**src/rtl/rf_wb_scheduler.sv**
```systemverilog
// Write-back scheduler for the 16 x DATA_W register file: round-robin arbitration of ALU and
// load write-backs onto the single write port, plus a busy scoreboard that stalls decode on hazards.
module rf_wb_scheduler #(
    parameter int unsigned DATA_W      = 16,
    parameter bit          ZERO_REG_EN = 1'b1
) (
    input  logic              clk,
    input  logic              rst,

    input  logic              alu_valid,
    input  logic [3:0]        alu_reg,
    input  logic [DATA_W-1:0] alu_data,
    output logic              alu_ready,

    input  logic              mem_valid,
    input  logic [3:0]        mem_reg,
    input  logic [DATA_W-1:0] mem_data,
    output logic              mem_ready,

    input  logic              issue_valid,
    input  logic [3:0]        issue_reg,
    input  logic              src1_use,
    input  logic [3:0]        src1_reg,
    input  logic              src2_use,
    input  logic [3:0]        src2_reg,
    output logic              stall,

    output logic [3:0]        rf_dst_reg,
    output logic              rf_write,
    output logic [DATA_W-1:0] rf_dst_data,
    output logic [15:0]       busy
);

    localparam int unsigned REG_W    = 4;
    localparam int unsigned NUM_REGS = 16;

    // Priority pointer: 0 favours ALU, 1 favours MEM when both request.
    logic                rr;
    logic                rr_next;
    logic                grant_alu;
    logic                grant_mem;
    logic                handshake;
    logic [REG_W-1:0]    sel_reg;
    logic [DATA_W-1:0]   sel_data;
    logic                sel_drop;
    logic                issue_take;
    logic                issue_marks;
    logic [NUM_REGS-1:0] busy_next;
    logic                rf_write_next;
    logic [REG_W-1:0]    rf_dst_reg_next;
    logic [DATA_W-1:0]   rf_dst_data_next;

    // Arbitration and write-port selection.
    always_comb begin
        grant_alu = alu_valid & (~mem_valid | ~rr);
        grant_mem = mem_valid & (~alu_valid | rr);
        handshake = grant_alu | grant_mem;
        alu_ready = grant_alu;
        mem_ready = grant_mem;

        sel_reg  = grant_mem ? mem_reg  : alu_reg;
        sel_data = grant_mem ? mem_data : alu_data;
        sel_drop = ZERO_REG_EN && (sel_reg == REG_W'(0));

        rr_next = rr;
        if (grant_alu) begin
            rr_next = 1'b1;
        end else if (grant_mem) begin
            rr_next = 1'b0;
        end

        rf_write_next    = handshake & ~sel_drop;
        rf_dst_reg_next  = rf_dst_reg;
        rf_dst_data_next = rf_dst_data;
        if (handshake) begin
            rf_dst_reg_next  = sel_reg;
            rf_dst_data_next = sel_data;
        end
    end

    // Hazard detection; no bypass, so the register being written this cycle still stalls.
    always_comb begin
        stall = issue_valid & ((src1_use & busy[src1_reg]) |
                               (src2_use & busy[src2_reg]) |
                               busy[issue_reg]);
        issue_take  = issue_valid & ~stall;
        issue_marks = issue_take & ~(ZERO_REG_EN && (issue_reg == REG_W'(0)));

        busy_next = busy;
        if (rf_write) begin
            busy_next[rf_dst_reg] = 1'b0;
        end
        if (issue_marks) begin
            busy_next[issue_reg] = 1'b1;
        end
    end

    always_ff @(posedge clk or negedge rst) begin
        if (!rst) begin
            rr          <= 1'b0;
            rf_write    <= 1'b0;
            rf_dst_reg  <= '0;
            rf_dst_data <= '0;
            busy        <= '0;
        end else begin
            rr          <= rr_next;
            rf_write    <= rf_write_next;
            rf_dst_reg  <= rf_dst_reg_next;
            rf_dst_data <= rf_dst_data_next;
            busy        <= busy_next;
        end
    end

endmodule

```
**config.mk**
```make
export PLATFORM = sky130hd
export DESIGN_NAME = rf_wb_scheduler
export DESIGN_NICKNAME = d
export VERILOG_FILES = /design/src/rtl/rf_wb_scheduler.sv
export SDC_FILE = /design/constraint.sdc
export NUM_CORES = 1
export LEC_CHECK = 0
export BUFFER_PORTS_ARGS = -buffer_cell sky130_fd_sc_hd__buf_2
export CORE_UTILIZATION = 51
export DETAILED_ROUTE_END_ITERATION = 7
export GPL_TIMING_DRIVEN = 1
export MAX_ROUTING_LAYER = met4
export PLACE_DENSITY = 0.9
export RECOVER_POWER = 100
export SLEW_MARGIN = 20
export SYNTH_ARGS = -nofsm -noshare
export SYNTH_HDL_FRONTEND = slang
export SYNTH_SLANG_ARGS = --single-unit
```
**constraint.sdc**
```tcl
create_clock -name clk -period 3.4 [get_ports clk]
set_clock_uncertainty 0.2 [all_clocks]
set_input_delay 0.34 -clock clk [delete_from_list [all_inputs] [get_ports clk]]
set_output_delay 0.34 -clock clk [all_outputs]
set_load 0.02 [all_outputs]
```
# Yosys cells after proc, flatten, opt, wreduce, memory -nomap -nowiden
# Cells that the tools add are included.
# totals
regBits,38
inputBits,59
word_cells,54
output_inout_bits,40
# classes
n_reduce_logical,5
mux,16
magnitude_cmp,6
n_bitwise,22
# op_table
operator,n
two-way mux 16 bit,3
less-than comparator 4 x 5 -> 1 bit (second input constant),4
AND 16 bit,1
NOT 16 bit,1
bitwise OR 16 bit,1
binary-select mux 1 bit (select 4 bit),3
AND 1 bit,8
demux 1 bit (select 4 bit),2
greater-or-equal comparator 4 x 1 -> 1 bit (second input constant),2
logical NOT 4 bit,2
two-way mux 1 bit,7
NOT 1 bit,6
bitwise OR 1 bit,5
two-way mux 4 bit,1
logical AND 1 bit,2
nonzero test 2 bit,1

# Depth between registers and ports, before layout
# Gate-level depths: netlist of the first run.
# logic_depth
ltp_word,10
mapped_depth,7
depth_no_buf,5

# Worst setup path before layout of the first run
# OpenSTA, ideal clock, no wires.
# synth_path
path_kind,input -> output
from,input port issue_reg[0]
to,output port stall
t_required_ns,2.860
slack_ns,1.053
stages,4
arrival_time_ns,1.807
cell_sequence,clkbuf_1 -> mux4_2 -> mux4_2 -> o21a_1
# synth_via
elab_chain_len,4
# synth_lines
element,line_no,source
from (decl),21,"input logic [3:0] issue_reg,"
binary-select mux 1 bit (select 4 bit),85,busy[issue_reg]);
two-way mux 1 bit (not written as such),85,
bitwise OR 1 bit,84,(src2_use & busy[src2_reg]) |
AND 1 bit,83,stall = issue_valid & ((src1_use & busy[src1_reg]) |
to (decl),26,"output logic stall,"
# Every way passes these cells. The select of a mux whose other input is x is not followed.

# Final worst setup path of the first run
# layout_path
from,register busy[15]
to,output port stall
# layout_via
elab_chain_len,6
word_cells_on_any_way,11
classes_between,6 x mux; 5 x bitwise
# layout_lines
element,line_no,source
from (decl),31,output logic [15:0] busy
from (signal assigned),110,busy <= busy_next;
"binary-select mux 1 bit (select 4 bit), on equally long branches","83, 84",
"two-way mux 1 bit, on equally long branches","83, 84",
"AND 1 bit, on equally long branches","83, 84",
bitwise OR 1 bit,83,
bitwise OR 1 bit (*),84,
AND 1 bit (*),83,
# Mark *: on every way between the ends. The rest lies on a longest branch, timed or not. The select of a mux whose other input is x is not followed.

==> results of run 1 <==
## layout make-up
cell class / count / share of cell area, %
clock buffers: 5 / 2.434
clock inverters: 2 / 0.3540
flip-flops and latches: 38 / 33.63
inverters: 19 / 2.522
well taps: 52 / 2.301
multi-input cells: 184 / 42.30
repair buffers: 101 / 16.46
## per-layer routing
| metal | wire length (um) | vias up | global-route usage, % |
|---|---|---|---|
| met5 | 0 | - | - |
| met1 | 2588 | 1143 | 34.74 |
| li1 | - | 1131 | - |
| met2 | 3156 | 122 | 45.09 |
| met4 | 114 | 0 | 7.937 |
| met3 | 433 | 21 | 4.825 |
## worst min-delay path, delay by kind of cell
kind	cells	cell delay (ps)
AO/OA/AOI/OAI	1	70
buffers and inverters	2	150
## cells by family after synthesis
kind of cell           after synthesis
and+or+nand+nor                     76
muxes                               16
DFF                                 38
AOI/OAI and AO/OA                   92
buffers and inverters               36
## placed cells by master (no fill, tap or decap), drive strengths merged
| master | count |
|---|---|
| buf | 60 |
| clkbuf | 45 |
| dfrtp | 38 |
| o21ai | 28 |
| nor2 | 24 |
| nand2 | 21 |
| a31oi | 20 |
| inv | 19 |
| a21oi | 17 |
| o22ai | 17 |
| mux4 | 10 |
| nand3 | 7 |
| mux2i | 6 |
| nand2b | 6 |
| nor2b | 5 |
| nand3b | 4 |
| o21a | 3 |
| o2111ai | 2 |
| o31ai | 2 |
| or4 | 2 |
| nor4 | 2 |
| clkinv | 2 |
| a22oi | 1 |
| nand4b | 1 |
| o211ai | 1 |
| nand4 | 1 |
| or2 | 1 |
| o41ai | 1 |
| nor4b | 1 |
| or3b | 1 |
| dlygate4sd3 | 1 |
## report_power, final
| part | switching (mW) | leakage, nW | total, mW | internal [mW] |
|---|---|---|---|---|
| sequential | 0.193 | 0.452 | 0.766 | 0.573 |
| clock | 0.151 | 0.0438 | 0.288 | 0.137 |
| combinational | 0.419 | 0.746 | 0.693 | 0.274 |
| total | 0.763 | 1.24 | 1.75 | 0.984 |
## worst max path at each step
stage          endpoint  slack, ps
3_3_place_gp      stall        760
4_1_cts           stall        560
3_5_place_dp      stall        730
2_1_floorplan     stall       1050
6_report          stall        560
5_1_grt           stall        460
## stage by stage
stage                     setup WS (ps)  cells  area (um2)  hold WS, ps
after floorplan                    1053    258        2293       -155.6
after global placement            761.2    393        2796        282.6
after detailed placement          730.2    393        2796        283.8
after CTS                         560.6    401        2885        111.9
after global routing              459.3    401        2828        113.0
final                             557.6    401        2828        110.6
==> results list, run 1 <==
- Post-CTS repair timing setup buffer count: 0
- In this run the worst path has a maximum fanout of 16.
* Aggregate global-route resource usage: 27.36%
- Ranked by instance count, the synthesized netlist is headed by dfrtp_1 (38), nor2_1 (24), nand2_1 (21).
- The clock passes through at most 2 buffers.
- The repair_antennas step left the layout with diodes totalling 0.
* Worst supply voltage drop on vdd: around 0.32 mV
- Min Clock Period, post-route: between 2000 and 3000 ps
* Total Wirelength: approximately 6300 um
- The die covers 0.004769 mm2.
- After clock tree synthesis, the clock-pin slew on the worst setup and hold paths is 80 ps.
- The run finished, with violations left.
- FF-to-FF Start: busy[15]$_DFF_PN0_
* Critical path depth: 6
* Sequential fraction of the synthesis area: around two fifths
- Core region area: approximately 0.0043 mm2
- Most instantiated library cell after synthesis: dfrtp_1
- Synthesis produced a netlist with a net count of 317.
* Worst Hold Path Cells: 3
- Clock tree synthesis inserted a total of 5 buffers.
- In this run the tool buffered the top-level ports with between 90 and 100 buffer cells.
- In the final layout, the share of cells above drive strength 1 is a little under a quarter.
- GRT Residual Overflow: 0
- Cell type contributing the most total cell area after synthesis: dfrtp_1
- Antenna violations before repair: 0
- Entering global routing, the biggest net connects 39 pins.
- Die outline height: between 60 and 70 um
* Footprint of the multi-input gates: around 0.0012 mm2
- Worst setup startpoint: busy[15]$_DFF_PN0_
- In this run, synthesis produced a sequential element count of 38.
- Area share of the largest cell type after synthesis: between 40 and 50%
* Number of global-route vias before repair: around 2300
* Cell Chain, Critical Path: mux4_2 -> nand2b_1 -> o2111ai_1 -> nand4_2 -> o21a_1 -> clkbuf_1
- In this run the tightest slew margin relative to its limit is -33.07%.
- Of the available clock period, the critical path in the final layout requires ~84%.
* Endpoint of the worst hold path: rf_dst_data[2]$_DFFE_PN0P_
- Root Buffer Master: clkbuf_8
* Detailed-route via count: approximately 2400
* First-pass GRT wire length: roughly 10000 um
- For the pin with the worst max-slew slack, the measured transition is between 1500 and 2000 ps.
- The H-tree generated during clock tree synthesis spans 2 levels.
- For this run, the top clock speed supported by timing is around 350 MHz.
* FP Rows: 24
- The min-delay analysis places its worst path in the category in -> reg.
- The mapped netlist covers 0.002293 mm2.
* Post_cts resized: 0
- Count of distinct cell types in the synthesized netlist: 30
- Worst skew pair latency: 290 ps
- Counting cells, the worst reg-to-reg path comes to 5.
* Fillers: between 300 and 400
* Count of yosys warnings during synthesis: 0
- Total power per unit cell area: just over 600 mW/mm2
- Setup repair after global routing left no endpoint under its margin.
- Dominant cells by area after synthesis: dfrtp_1 (41%), mux4_2 (9.8%), a31oi_1 (5.5%), o22ai_1 (4.6%), nor2_1 (3.9%)
- The synthesized netlist devotes 0% of its cell area to adder and majority cells.
- Total design power: approximately 1.7 mW
- Crit path max-delay family: simple AND/OR/NAND/NOR gates
* Fraction of synthesized cell area in xor and xnor cells: 0%
- Residual DRC: 1
* Worst Setup End Kind: output pin
- A synthesized cell averages 8.889 um2.
* Vias per cell: around 6.0
* Routed length per placed instance: approximately 16 um
- Number of DRC markers in iteration 0: between 200 and 300
- FF/Latch Area: 950.9 um2
* Maximum Capacitance Violations: 1
* ANT nets after route: 0
- The number of hold violations in the final report was 0.
- The area growth from synthesis to layout is 23.30%.
- The first TritonRoute pass finished after 8 iterations.
- The synthesized netlist devotes between 15 and 20% of its cell area to simple gates.
- Arrival time of data at the critical path endpoint: between 2000 and 2500 ps
- Number of setup violations in the final report: 0
- Effective utilization at floorplan: a little over half
- Register-to-Register Setup Slack: approximately 1100 ps
* Number of enable flip-flop cells after synthesis: 0
- Summed over all nets, the half-perimeter wirelength after detailed placement is approximately 4400 um.
- Slowest Stage Delay on Critical Path: 470 ps
* Clock tree from TritonCTS: yes
* Data required time at the worst endpoint: ~2900 ps
- Fraction of the core area covered by cells at the end of the flow: 65.39%
- Summing the areas of all compound-gate instances in the mapped netlist gives a little under a quarter of the synthesized area.
- At the end of the flow, the number of nets in the layout was roughly 410.
- The count of final max-slew check failures came to 39.
- The critical path in this run is classified as reg -> out.
- Measured along the x axis, the die boundary spans roughly 69 um.
* Share of synthesized flip-flops with an asynchronous set or reset: 100.0%
* Static Leak: ~1.2 nW
* Violated checks: DRC, capacitance limit, slew limit
* Number of cells produced by synthesis: between 200 and 300
- After synthesis, the largest family of logic cells by area is compound AO/OA/AOI/OAI gates.
- The endpoint identified for the worst register-to-register timing path is busy[7]$_DFF_PN0_.
* Min-delay src: mem_data[2]
- Element type at the critical path start: flip-flop
- Post-synth top flop: dfrtp_1
- Slowest stage cell, crit path: mux4_2
* Clock Sinks: 38
- Mux contribution to synthesized area: between 10% and 20%
* Sum Neg Setup Slack: 0 ps
- Counting both buffers and inverters, the worst setup path holds a total of 1.
* Placer congestion estimate: between 0.9 and 1
- Io pins: between 90 and 100
- CTS Hold Buffers Added: 1
Note: power is estimated with default switching activity, not from simulation.
==> run 2, diff against run 1 <==
--- a/config.mk
+++ b/config.mk
@@ -6,11 +6,11 @@
 export NUM_CORES = 1
 export LEC_CHECK = 0
 export BUFFER_PORTS_ARGS = -buffer_cell sky130_fd_sc_hd__buf_2
-export CORE_UTILIZATION = 51
+export CORE_UTILIZATION = 43
 export DETAILED_ROUTE_END_ITERATION = 7
 export GPL_TIMING_DRIVEN = 1
 export MAX_ROUTING_LAYER = met4
-export PLACE_DENSITY = 0.9
+export PLACE_DENSITY = 0.81
 export RECOVER_POWER = 100
 export SLEW_MARGIN = 20
 export SYNTH_ARGS = -nofsm -noshare
==> constraint.sdc (replaced) <==
create_clock -name clk -period 2.3 [get_ports clk]
set_clock_uncertainty 0.2 [all_clocks]
set_input_delay 0.23 -clock clk [delete_from_list [all_inputs] [get_ports clk]]
set_output_delay 0.23 -clock clk [all_outputs]
set_load 0.02 [all_outputs]
==> run 2 against run 1 <==
Effect of this change: the run ends with setup timing left; utilization fell by 6.7 points; via count rose by 1.2%; first-iteration DRC count is 44% lower; combinational power grew 57%; register-to-register slack lost 1100 ps; global-route usage decreased by 2.7 points; final cell count increased by 7.5%; sequential share of layout area down 1.9 points; hold slack lost 110 ps; final area is 6.0% higher; non-clock buffer count up 12.
==> results list, run 2 (synthesized netlist as in run 1, its figures left out) <==
- ANT nets after route: 0 (unchanged)
- Cell Chain, Critical Path: mux4_2 -> mux4_2 -> o21a_1 -> buf_6 (was mux4_2 -> nand2b_1 -> o2111ai_1 -> nand4_2 -> o21a_1 -> clkbuf_1).
* Min Clock Period, post-route: 2484 ps
- The count of unresolved DRC violations after routing was 0 (was 1).
* Number of setup violations in the final report: 2 (was 0)
* Cell occurring most often along the worst timing path: mux4_2
* Most common cell after layout, fill and taps aside: buf_2 (unchanged)
- Detailed-route via count: 2445 (was 2417)
- Routed length per placed instance: 15.12 um (was 15.69 um)
* Count of H-tree levels built during CTS: 2 (unchanged)
- For this run, the top clock speed supported by timing is roughly 400 MHz.
* Final worst path period share: 108.0%
- The setup slack after placement is 65.14 ps (was 730.2 ps).
* Total power per unit cell area: 924.1 mW/mm2 (was 617.6 mW/mm2)
- Total Wirelength: 6515 um (was 6293 um)
* Effective utilization at floorplan: 44.90% (was 53.04%)
- The CTS root buffer was clkbuf_8 (unchanged).
- Slowest stage cell, crit path: mux4_2 (unchanged)
- Arrival time of data at the critical path endpoint: 2050 ps (was 2300 ps)
- Antenna violations before repair: 0 (unchanged)
- The worst-case headroom to the max-slew limit came to 37.87% (was -33.07%).
* Half-perimeter wire length after detailed placement: 4732 um (was 4426 um)
- The largest net degree at the start of global routing came to 39 (unchanged).
- Die outline height: 75.03 um (was 69.06 um)
- Final number of hold-violating endpoints: 0 (unchanged)
- Violated checks: setup timing (was DRC, capacitance limit, slew limit)
- The maximum clock path buffer count was 2 (unchanged).
* Aggregate global-route resource usage: 24.66% (was 27.36%)
- Core region area: 0.005107 mm2 (was 0.004324 mm2)
- The family of cells with the greatest summed delay on the critical path was multiplexers (was simple AND/OR/NAND/NOR gates).
* Io pins: 99 (unchanged)
- IO buf count: 98 (unchanged)
- The path type of the worst setup path is reg -> out (unchanged).
- The largest voltage drop on the vdd net was 0.4776 mV (was 0.3235 mV).
- The count of final max-slew check failures was 0 (was 39).
* Worst skew pair latency: 300 ps (was 290 ps)
- Area growth, synth to finish: 30.71% (was 23.30%)
- Clock Sinks: 38 (unchanged)
* Number of global-route vias before repair: 2294 (was 2260)
- The transition at the pin with the smallest max-transition slack was 931.9 ps (was 1996 ps).
- The global-route wire length before repair is 10090 um (was 10260 um).
- Fraction of the core area covered by cells at the end of the flow: 58.70% (was 65.39%)
- Sum Neg Setup Slack: -212.7 ps (was 0 ps)
- Highest-count cells in the layout ignoring fill and taps: buf_2 (59), clkbuf_1 (40), dfrtp_1 (38) (was buf_2 (58), clkbuf_1 (40), dfrtp_1 (38)).
- Setup repair after global routing missed its margin: true (was false).
- The first-pass iteration count of the detailed router came to 5 (was 8).
- Static Leak: 1.317 nW (was 1.242 nW)
- The full die area is 0.005630 mm2 (was 0.004769 mm2).
* Element type at the critical path start: flip-flop (unchanged)
* Slowest Stage Delay on Critical Path: 500 ps (was 470 ps)
- FP Rows: 26 (was 24)
- Least setup slack across all paths after layout: -183.9 ps (was 557.6 ps)
- The biggest fanout along the worst timing path came to 5 (was 16).
- The final estimated routing congestion in global placement was 0.8770 (was 0.9116).
- Worst Setup End Kind: output pin (unchanged)
- Vias per cell: 5.673 (was 6.027)
- The number of nets in the layout is 420 (was 408).
* Clock transition at the register clock pins on the worst setup and hold paths after CTS: 80 ps (about the same)
* N_diodes: 0 (unchanged)
* Share of layout cells above drive strength 1: 24.93% (was 22.92%)
- Run status: complete, but fails checks (unchanged).
- Hold crit path type: in -> reg (unchanged)
* Inserted Clock Buffers: 5 (unchanged)
- The die outline width came to 75.03 um (was 69.06 um).
- The overall overflow remaining after global route was 0 (unchanged).
- Maximum Capacitance Violations: 0 (was 1)
- Buffers & Inverters on Critical Path: 1 (unchanged)
- The TritonCTS clock tree is yes (unchanged).
* Number of DRC markers in iteration 0: 154 (was 274)
- The critical path data required time is 1870 ps (was 2860 ps).
[run 2: cell type report]
cell class | instances | area (um2)
sequential | 38 | 950.9
tap | 70 | 87.58
timing repair buffer | 113 | 561.8
multi-input combinational | 184 | 1214
fill | 471 | 2110
inverter | 19 | 71.32
clock inverter | 1 | 30.03
clock buffer | 6 | 82.58
[run 2: worst paths after layout]
kind                               startpoint                    endpoint  slack, ps  cells after the start
min in group asynchronous                 rst  rf_dst_data[7]$_DFFE_PN0P_        410                      2
max in group asynchronous                 rst           busy[7]$_DFF_PN0_        910                      2
max                        busy[15]$_DFF_PN0_                       stall       -180                      4
max reg2reg                busy[15]$_DFF_PN0_           busy[7]$_DFF_PN0_        -30                      7
min                                alu_reg[2]   rf_dst_reg[2]$_DFFE_PN0P_          5                      3
min reg2reg                 busy[0]$_DFF_PN0_           busy[0]$_DFF_PN0_        390                      1
[run 2: worst reg2reg max path: stages, from the launching register on]
cell and delay, ps:
dfrtp_1 440, mux4_2 480, nand2b_1 150, o2111ai_1 110
nand4_2 160, clkbuf_4 180, clkbuf_2 170, o41ai_2 330
[run 2: layer usage]
layer / share of wire (%) / up-vias / track usage (%)
li1: - / 1158 / -
met1: 44 / 1161 / 30.91
met2: 48 / 110 / 39.64
met3: 5.7 / 16 / 4.552
met4: 2.1 / 0 / 9.644
met5: 0 / - / -
[run 2: report_power, final]
part / internal (mW) / leakage (nW) / switching (mW)
logic: 0.445 / 0.807 / 0.645
registers: 0.847 / 0.452 / 0.249
clock network: 0.347 / 0.0573 / 0.238
total: 1.64 / 1.32 / 1.13
[run 2: what timing repair did]
action / CTS / global route
setup buffers: 0 / 1
setup endpoints to repair: 1 / 1
pin swaps: 0 / 3
gates resized for setup: 0 / 4
hold endpoints to repair: 43 / 0
hold buffers: 6 / 0
[run 2: per-stage QoR]
step | hold slack, ps | total power, mW | area, um2 | std cells
3_5_place_dp | 186.7 | 2.201 | 2864 | 417
6_report | 5.145 | 2.770 | 2998 | 431
3_3_place_gp | 169.2 | 2.170 | 2864 | 417
4_1_cts | 0.6912 | 2.798 | 3037 | 430
2_1_floorplan | -265.6 | 1.754 | 2293 | 258
5_1_grt | 9.261 | 2.918 | 2998 | 431
